==> src/rtl/dac_pkg.sv <==
// Shared constants for the DAC slew stager: channel count, code width
// and the IDLE/SLEW state encoding.
package dac_pkg;

    localparam int NUM_CH = 8;
    localparam int DAC_W  = 12;
    localparam int CH_W   = 3;

    localparam logic [0:0] ST_IDLE = 1'b0;
    localparam logic [0:0] ST_SLEW = 1'b1;

    typedef logic [DAC_W-1:0] code_t;

endpackage

==> src/rtl/dac_slew_stager_if.sv <==
// Write port bundle for the DAC slew stager.
// Ports: wr_valid/wr_ready handshake, wr_ch channel index, wr_data code.
interface dac_slew_stager_if;
    import dac_pkg::*;

    logic             wr_valid;
    logic             wr_ready;
    logic [CH_W-1:0]  wr_ch;
    logic [DAC_W-1:0] wr_data;

    modport master (
        output wr_valid,
        output wr_ch,
        output wr_data,
        input  wr_ready
    );

    modport slave (
        input  wr_valid,
        input  wr_ch,
        input  wr_data,
        output wr_ready
    );

endinterface

==> src/rtl/dac_slew_step.sv <==
// Combinational per-channel stepper: moves i_cur toward i_tgt by at most
// i_step (0 = jump straight to target), never wrapping past 0 or full scale.
// Ports: i_cur current code, i_tgt target, i_step max change, o_nxt result.
module dac_slew_step
    import dac_pkg::*;
(
    input  logic [DAC_W-1:0] i_cur,
    input  logic [DAC_W-1:0] i_tgt,
    input  logic [DAC_W-1:0] i_step,
    output logic [DAC_W-1:0] o_nxt
);

    logic [DAC_W:0] w_diff;
    logic [DAC_W:0] w_mag;
    logic           w_down;

    assign w_diff = {1'b0, i_tgt} - {1'b0, i_cur};
    assign w_down = w_diff[DAC_W];
    assign w_mag  = w_down ? ({1'b0, i_cur} - {1'b0, i_tgt}) : w_diff;

    // Step only when the gap exceeds i_step, so +/- step cannot overshoot
    always_comb begin
        o_nxt = i_tgt;
        if (i_step != '0 && w_mag > {1'b0, i_step}) begin
            if (w_down) o_nxt = i_cur - i_step;
            else        o_nxt = i_cur + i_step;
        end
    end

endmodule

==> src/rtl/dac_slew_stager.sv <==
// Eight-channel DAC code stager: shadow writes, triggered commit to targets,
// optional slew-rate-limited ramp of outputs toward targets.
// Ports: clk, rst (sync, active-high), wr (write bundle), trigger,
// slew_step, slew_period, dac1..dac8 codes, busy (in SLEW), done pulse.
module dac_slew_stager
    import dac_pkg::*;
#(
    parameter logic [DAC_W-1:0] RESET_CODE = 12'd0
) (
    input  logic                clk,
    input  logic                rst,
    dac_slew_stager_if.slave    wr,
    input  logic                trigger,
    input  logic [DAC_W-1:0]    slew_step,
    input  logic [31:0]         slew_period,
    output logic [DAC_W-1:0]    dac1,
    output logic [DAC_W-1:0]    dac2,
    output logic [DAC_W-1:0]    dac3,
    output logic [DAC_W-1:0]    dac4,
    output logic [DAC_W-1:0]    dac5,
    output logic [DAC_W-1:0]    dac6,
    output logic [DAC_W-1:0]    dac7,
    output logic [DAC_W-1:0]    dac8,
    output logic                busy,
    output logic                done
);

    logic [DAC_W-1:0] r_shadow [NUM_CH];
    logic [DAC_W-1:0] r_tgt    [NUM_CH];
    logic [DAC_W-1:0] r_out    [NUM_CH];
    logic [NUM_CH-1:0] r_dirty;
    logic [0:0]        r_state;
    logic [31:0]       r_cnt;
    logic              r_done;
    logic              r_wr_ready;

    logic [DAC_W-1:0]  w_tgt_nxt  [NUM_CH];
    logic [DAC_W-1:0]  w_step_out [NUM_CH];
    logic [NUM_CH-1:0] w_dirty_nxt;
    logic              w_wr;
    logic              w_commit_diff;
    logic              w_diff_nxt;
    logic              w_tick;

    assign w_wr   = wr.wr_valid && r_wr_ready;
    assign w_tick = (r_cnt >= slew_period);

    // Targets as they will be after this edge; a same-cycle write only
    // reaches the shadow, so the commit sees the pre-write shadow.
    always_comb begin
        w_commit_diff = 1'b0;
        w_diff_nxt    = 1'b0;
        for (int i = 0; i < NUM_CH; i++) begin
            w_tgt_nxt[i] = r_tgt[i];
            if (trigger && r_dirty[i]) begin
                w_tgt_nxt[i] = r_shadow[i];
                if (r_shadow[i] != r_out[i]) w_commit_diff = 1'b1;
            end
            if (w_tgt_nxt[i] != r_out[i]) w_diff_nxt = 1'b1;
        end
    end

    always_comb begin
        w_dirty_nxt = trigger ? '0 : r_dirty;
        if (w_wr) w_dirty_nxt[wr.wr_ch] = 1'b1;
    end

    for (genvar g = 0; g < NUM_CH; g++) begin : g_step
        dac_slew_step u_step (
            .i_cur  (r_out[g]),
            .i_tgt  (r_tgt[g]),
            .i_step (slew_step),
            .o_nxt  (w_step_out[g])
        );
    end

    always_ff @(posedge clk) begin
        if (rst) begin
            for (int i = 0; i < NUM_CH; i++) begin
                r_shadow[i] <= RESET_CODE;
                r_tgt[i]    <= RESET_CODE;
                r_out[i]    <= RESET_CODE;
            end
            r_dirty    <= '0;
            r_state    <= ST_IDLE;
            r_cnt      <= '0;
            r_done     <= 1'b0;
            r_wr_ready <= 1'b0;
        end else begin
            r_wr_ready <= 1'b1;
            r_done     <= 1'b0;
            r_dirty    <= w_dirty_nxt;
            for (int i = 0; i < NUM_CH; i++) begin
                r_tgt[i] <= w_tgt_nxt[i];
            end
            if (w_wr) r_shadow[wr.wr_ch] <= wr.wr_data;

            case (r_state)
                ST_IDLE: begin
                    r_cnt <= '0;
                    if (trigger) begin
                        if (slew_step == '0) begin
                            for (int i = 0; i < NUM_CH; i++) begin
                                r_out[i] <= w_tgt_nxt[i];
                            end
                        end else if (w_commit_diff) begin
                            r_state <= ST_SLEW;
                        end
                    end
                end
                ST_SLEW: begin
                    if (!w_diff_nxt) begin
                        // Outputs already sit on targets: finish
                        r_state <= ST_IDLE;
                        r_done  <= 1'b1;
                        r_cnt   <= '0;
                    end else if (w_tick) begin
                        // Step uses the targets held before this edge
                        for (int i = 0; i < NUM_CH; i++) begin
                            r_out[i] <= w_step_out[i];
                        end
                        r_cnt <= '0;
                    end else begin
                        r_cnt <= r_cnt + 32'd1;
                    end
                end
                default: r_state <= ST_IDLE;
            endcase
        end
    end

    assign wr.wr_ready = r_wr_ready;
    assign busy        = (r_state == ST_SLEW);
    assign done        = r_done;

    assign dac1 = r_out[0];
    assign dac2 = r_out[1];
    assign dac3 = r_out[2];
    assign dac4 = r_out[3];
    assign dac5 = r_out[4];
    assign dac6 = r_out[5];
    assign dac7 = r_out[6];
    assign dac8 = r_out[7];

endmodule

==> src/flat_wrapper.sv <==
// flat-port wrapper written by rule: the top's interface ports become plain ports
module dac_slew_stager_flat import dac_pkg::*;
#(
    parameter logic [DAC_W-1:0] RESET_CODE = 12'd0
)
  (clk, rst, trigger, slew_step, slew_period, dac1, dac2, dac3, dac4, dac5, dac6, dac7, dac8, busy, done, wr_wr_valid, wr_wr_ch, wr_wr_data, wr_wr_ready);
  dac_slew_stager_if wr_i ();
  input  logic clk;
  input  logic rst;
  input  logic trigger;
  input  logic [DAC_W-1:0] slew_step;
  input  logic [31:0] slew_period;
  output logic [DAC_W-1:0] dac1;
  output logic [DAC_W-1:0] dac2;
  output logic [DAC_W-1:0] dac3;
  output logic [DAC_W-1:0] dac4;
  output logic [DAC_W-1:0] dac5;
  output logic [DAC_W-1:0] dac6;
  output logic [DAC_W-1:0] dac7;
  output logic [DAC_W-1:0] dac8;
  output logic busy;
  output logic done;
  input wire logic [$bits(wr_i.wr_valid)-1:0] wr_wr_valid;
  input wire logic [$bits(wr_i.wr_ch)-1:0] wr_wr_ch;
  input wire logic [$bits(wr_i.wr_data)-1:0] wr_wr_data;
  output wire logic [$bits(wr_i.wr_ready)-1:0] wr_wr_ready;
  assign wr_i.wr_valid = wr_wr_valid;
  assign wr_i.wr_ch = wr_wr_ch;
  assign wr_i.wr_data = wr_wr_data;
  assign wr_wr_ready = wr_i.wr_ready;
  dac_slew_stager #(.RESET_CODE(RESET_CODE)) u_core (.clk(clk), .rst(rst), .wr(wr_i), .trigger(trigger), .slew_step(slew_step), .slew_period(slew_period), .dac1(dac1), .dac2(dac2), .dac3(dac3), .dac4(dac4), .dac5(dac5), .dac6(dac6), .dac7(dac7), .dac8(dac8), .busy(busy), .done(done));
endmodule
==> config.mk <==
export PLATFORM = sky130hd
export DESIGN_NAME = dac_slew_stager_flat
export DESIGN_NICKNAME = d
export VERILOG_FILES = /design/src/rtl/dac_pkg.sv /design/src/rtl/dac_slew_stager_if.sv /design/src/rtl/dac_slew_step.sv /design/src/rtl/dac_slew_stager.sv /design/src/flat_wrapper.sv
export SDC_FILE = /design/constraint.sdc
export NUM_CORES = 2
export LEC_CHECK = 0
export ABC_AREA = 1
export CORE_MARGIN = 5
export CORE_UTILIZATION = 50
export CTS_BUF_LIST = sky130_fd_sc_hd__clkbuf_8
export DETAILED_ROUTE_END_ITERATION = 10
export PLACE_DENSITY = 0.74
export SLEW_MARGIN = 20
export SYNTH_ARGS = -nofsm -noshare
export SYNTH_HDL_FRONTEND = slang
export SYNTH_SLANG_ARGS = --single-unit
==> constraint.sdc <==
create_clock -name clk -period 4.2 [get_ports clk]
set_input_delay 0.63 -clock clk [delete_from_list [all_inputs] [get_ports clk]]
set_output_delay 0.63 -clock clk [all_outputs]
set_load 0.03 [all_outputs]
# ---- Word level (Yosys, flattened, before mapping)
# Memory sizes are Yosys's and may differ from the RTL's.
# Cells that the tools add are included.
dict set report word_totals {
  register_bits 43
  ram_bits 288
  out_inout_bits 99
  mem_count 3
}
# name words width rd rd_ports_with_merged_regs write_ports line
set memory_table {}
lappend memory_table {u_core.r_out 8 12 8 0 8 dac_slew_stager.sv:30} ;# logic [DAC_W-1:0] r_out [NUM_CH];
lappend memory_table {u_core.r_shadow 8 12 8 0 8 dac_slew_stager.sv:28} ;# logic [DAC_W-1:0] r_shadow [NUM_CH];
lappend memory_table {u_core.r_tgt 8 12 8 0 8 dac_slew_stager.sv:29} ;# logic [DAC_W-1:0] r_tgt [NUM_CH];
dict set report op_classes {
  n_addsub 33
  order_cmp 11
  eq_ne 16
  muxes 112
  bitwise_logic 26
  n_reduce_logical 22
}
# op n
set op_table {}
lappend op_table {{2-to-1 mux 12 bit} 49}
lappend op_table {{subtractor 12 x 12 -> 13 bit} 16}
lappend op_table {{inequality test 12 bit} 16}
lappend op_table {{> comparator 13 x 12 -> 1 bit} 8}
lappend op_table {{2-to-1 mux 13 bit} 8}
lappend op_table {{adder 12 bit} 8}
lappend op_table {{subtractor 12 bit} 8}
lappend op_table {{2-to-1 mux 32 bit} 2}
lappend op_table {{case mux 32 bit (2 select lines)} 1}
lappend op_table {{2-to-1 mux 1 bit} 47}
lappend op_table {{adder 32 x 1 -> 32 bit (second input constant)} 1}
lappend op_table {{>= comparator 32 bit} 1}
lappend op_table {{bitwise OR 1 bit} 24}
lappend op_table {{logical AND 1 bit} 18}
lappend op_table {{2-to-1 mux 8 bit} 2}
lappend op_table {{zero test 12 bit} 1}
lappend op_table {{nonzero test 12 bit} 1}
lappend op_table {{OR reduction 12 bit} 1}
lappend op_table {{bitwise OR 8 bit} 1}
lappend op_table {{< comparator 3 x 4 -> 1 bit (second input constant)} 1}
lappend op_table {{demux 1 bit (select 3 bit)} 1}
lappend op_table {{>= comparator 3 x 1 -> 1 bit (second input constant)} 1}
lappend op_table {{2-to-1 mux 3 bit} 1}
lappend op_table {{case mux 1 bit (2 select lines)} 1}
lappend op_table {{2 further kinds} 2}

# ---- Depth between registers and ports, before layout
dict set report logic_depth {
  ltp_word 21
  ltp_mapped 37
  mapped_depth_nobuf 35
}

# ---- Hierarchy
# A second synthesis with hierarchy kept.
dict set report unflattened {
  hier_cells 6109
  hier_area_um2 39476.6
}
# mod n_inst cells_per_inst area_each_um2 seq_area_each_um2
set modules_own_cells {}
lappend modules_own_cells {dac_slew_stager 1 2424 18351.4 8548.2}
lappend modules_own_cells {{dac_slew_step at u_core.g_step[1].u_step ...} 4 459 2618.8 0.0}
lappend modules_own_cells {{dac_slew_step at u_core.g_step[6].u_step} 1 463 2697.6 0.0}
lappend modules_own_cells {{dac_slew_step at u_core.g_step[5].u_step} 1 472 2696.3 0.0}
lappend modules_own_cells {{dac_slew_step at u_core.g_step[7].u_step} 1 462 2655.0 0.0}
lappend modules_own_cells {{dac_slew_step at u_core.g_step[0].u_step} 1 452 2601.2 0.0}

# ---- Worst setup path after synthesis
# Ideal clock, no wire load.
dict set report synth_timing {
  kind {reg-to-reg}
  startpoint {mem u_core.r_out[3][1] (netlist: u_core.r_out[0][37])}
  endpoint {mem u_core.r_out[3][3] (netlist: u_core.r_out[0][39]), data pin}
  setup_time_ps 252
  arrival_ps 4147
  setup_slack_ps -199
  stages_incl_launch_ff 30
  n_path_buf 2
  path_cell_list {edfxtp_1 > inv_1 > fa_1 > inv_1 > o21ai_0 > nand3_1 > nand3_1 > inv_1 > clkbuf_1 > nand2_1 > o21ai_0 > o221ai_1 > xnor2_1 > inv_1 > ha_1 > a21oi_1 > nor2_1 > nor3_1 > nand2_1 > nand2_1 > nand2_1 > nand2_1 > nand2_1 > nand2_1 > nand2_1 > nand2_1 > buf_2 > o21ai_0 > nand2_1 > nand2_1}
}
# element line
set synth_lines {}
lappend synth_lines {{start: declaration} dac_slew_stager.sv:30}

==> run metrics <==
max_cap viols=0; Clock Latency Late Sink=710 ps; drt first pass iters=8; Row Count=96; wire per inst=20.5 um; Power Internal=6470 uW; area grow syn2layout=20.8%; #FFs+latches synth=331; multi-input logic area=0.0235 mm^2; Max stage delay on crit path=620 ps; post-route cell area=0.0420 mm^2; io pins=162; largest net degree at the start of global routing=59; buffers added on ports=161; slowest CP cell=o21ai_0; Worst Setup End Kind=register; Syn Inst Count=5253; Lkg Pwr=0.0207 uW; vias in the first global route=35400; R2R Path Start=u_core.r_tgt[2][0]; Period Utilization, post-route=0.956; # DRC=0; CTS tree=done; Final Util=0.611; Switching Fraction=0.354; RD Place Congestion=1.02; die width=274 um; combinational group share of total power=0.306; full die area=0.0749 mm^2; met3 routed wirelength=15.4 mm; Synth Flop Type=edfxtp_1; Worst VDD drop=0.000229 V; Core Region=0.0688 mm^2; Distinct cells, synth=47; asr flop ratio synth=0; Slew headroom=0.362; Post-Route Skew=25.6 ps; Final nets=6232; final setup violation count=0; Worst Tran Pin Value=955 ps; status=finished, final reports clean; CP Launch Type=register; Clock Pin Slew Worst Setup and Hold Paths=70 ps; CP Cell Sequence=inv_1, ha_1, inv_1, fa_1, inv_1, o21ai_2, nand3_1, nand3_2, buf_6, buf_4, o21ai_0, ha_1, nand2_1, o21ai_0, buf_4, nand2_1, nand2_1, a21oi_1, xnor2_1, nand3_1, nand2_1, nand2_1, nand2_1; # H-tree levels=2; GRT Overall Usage=0.351; Top Layer Used=met5; share of cells above drive strength 1=0.114; post-placement cell area=0.0400 mm^2; final wirelength=138 mm; Longest Clk Path Bufs=3; die height=274 um; Post-synth EDFFs=192; hold path startpoint=u_core.r_cnt[0]; DP HPWL=106 mm; netlist area before placement=0.0348 mm^2; # hold bufs at CTS=0; area occupied by registers=0.00855 mm^2; DR WL met2=59.6 mm; Root Driver=clkbuf_8; vias per cell=5.66; Starting DRT DRC Count=4236; synthesized net count=5750; Worst EP required=4770 ps; Hold WC Path Type=reg -> reg; clk sinks=331; initial antenna violation count=5; hold slack=461 ps; # fillers=6554; critical path class=reg -> reg; Max Clk Rate=0.249 GHz; Initial Util=0.505; CP startpoint=u_core.r_tgt[2][0]; crit path time final=4010 ps; Slew Limit Fails=0; CP Max Fanout=23; Final Hold Vio Count=0; sequential share of the synthesized area=0.246; Remaining Overflow, GRT=0; power share of the clock group=0.339; post-route antenna net violation count=0; first-pass GRT wire length=204 mm; wire length on met1=53.9 mm; CP most frequent cell=nand2_1; CTS Buf Count=59; power per cell area=238 mW/mm^2; synth warn=0; Vias=38100; sequential power share=0.355; critical path data arrival time=4580 ps; Switch Pwr=3540 uW; syn_area_per_cell=6.62 um^2
[power groups by stage]
stage          clock [uW]  combinational, uW  sequential [uW]
2_1_floorplan           0               1640             3710
3_3_place_gp            0               2880             3620
3_5_place_dp            0               2900             3620
4_1_cts              3390               2920             3550
5_1_grt              3540               3330             3560
6_report             3390               3070             3550
[state kept, by name (all words and copies together) (netlist names)]
name and flops:
u_core.busy 1, u_core.r_cnt 32, u_core.r_shadow 96, u_core.r_dirty 8, u_core.r_tgt 96, u_core.wr.wr_ready 1
u_core.done 1, u_core.r_out 96
[cell usage in the layout (no fill, tap or decap), types with 139 or more instances in the layout]
master / n
buf_4: 387
a21oi_1: 297
edfxtp_1: 192
inv_1: 685
nand2_1: 1518
nand3_1: 499
dfxtp_1: 139
nor2_1: 418
ha_1: 390
o21ai_0: 247
xor2_1: 192
clkdlybuf4s50_1: 159
[area by class of cell]
cell class	instances	share of cell area
repair buffers	572	0.117
flip-flops and latches	331	0.203
well taps	931	0.0277
clock inverters	42	0.00768
clock buffers	69	0.0226
diodes	7	0.000417
inverters	691	0.0619
multi-input cells	4080	0.559
[per-layer routing]
metal / vias up / global-route usage
li1: 18200 / -
met1: 17400 / 0.451
met2: 2049 / 0.546
met3: 429 / 0.0814
met4: 2 / 0.193
met5: - / 0
[cells in the mapped netlist, drive strengths merged (7+ instances only)]
| master | number | area share |
|---|---|---|
| nor4 | 27 | 0.0049 |
| o21a | 12 | 0.0026 |
| edfxtp | 192 | 0.17 |
| a21oi | 310 | 0.045 |
| a31oi | 26 | 0.0047 |
| clkbuf | 84 | 0.0092 |
| nor3 | 40 | 0.0058 |
| or2 | 11 | 0.0020 |
| buf | 67 | 0.010 |
| nand3 | 516 | 0.075 |
| o211ai | 17 | 0.0037 |
| a211oi | 12 | 0.0026 |
| mux2 | 7 | 0.0023 |
| nand4 | 52 | 0.0094 |
| xor2 | 192 | 0.048 |
| fa | 24 | 0.014 |
| o21bai | 18 | 0.0039 |
| nand2 | 1542 | 0.17 |
| xnor2 | 60 | 0.015 |
| ha | 410 | 0.15 |
| a221oi | 15 | 0.0038 |
| inv | 687 | 0.074 |
| a21o | 24 | 0.0052 |
| mux2i | 8 | 0.0023 |
| dfxtp | 139 | 0.080 |
| o221ai | 8 | 0.0020 |
| nor2 | 432 | 0.047 |
| nand3b | 10 | 0.0022 |
| o21ai | 290 | 0.042 |
[per-stage QoR]
stage	worst slack, ps	instances	setup TNS [ps]	power, uW
after floorplan	13.0	5253	0	5350
after global placement	-145	6589	-764	6490
after detailed placement	-149	6589	-796	6520
after CTS	28.8	6700	0	9860
after global routing	-15.7	6719	-79.0	10400
final	186	6723	0	10000
[worst max-delay path, delay by kind of cell (launching register included)]
kind            cells  cell delay [ps]
simple gates        9              730
xor+xnor            1              160
fa+ha+maj           3              910
flops               1              320
buf+inv             6              810
compound gates      4              950
[timing repair]
item | 4_1_cts | 5_1_grt
setup endpoints to repair | 29 | 96
cloned | 0 | 4
gates resized for setup | 8 | 184
pin swaps | 0 | 29
buffers inserted | 0 | 12
[final timing paths]
check | cells after the start | end | slack (ps)
worst max-delay path | 23 | u_core.r_out[0][57] | 190
worst max register to register | 23 | u_core.r_out[0][57] | 190
worst min register to register | 1 | u_core.r_cnt[0] | 460
worst min-delay path | 1 | u_core.r_cnt[0] | 460
[cells by family (layout without fill, tap and decap cells)]
| family | after synthesis | after routing | synth area share |
|---|---|---|---|
| AO/OA/AOI/OAI | 745 | 745 | 0.118 |
| buffers and inverters | 842 | 1374 | 0.0942 |
| other | 0 | 7 | 0 |
| multiplexers | 15 | 15 | 0.00457 |
| flip-flops | 331 | 331 | 0.246 |
| XOR/XNOR | 252 | 252 | 0.0635 |
| AND/OR/NAND/NOR | 2634 | 2634 | 0.313 |
| adder cells (fa/ha/maj) | 434 | 434 | 0.161 |
Note: power is estimated with default switching activity, not from simulation.
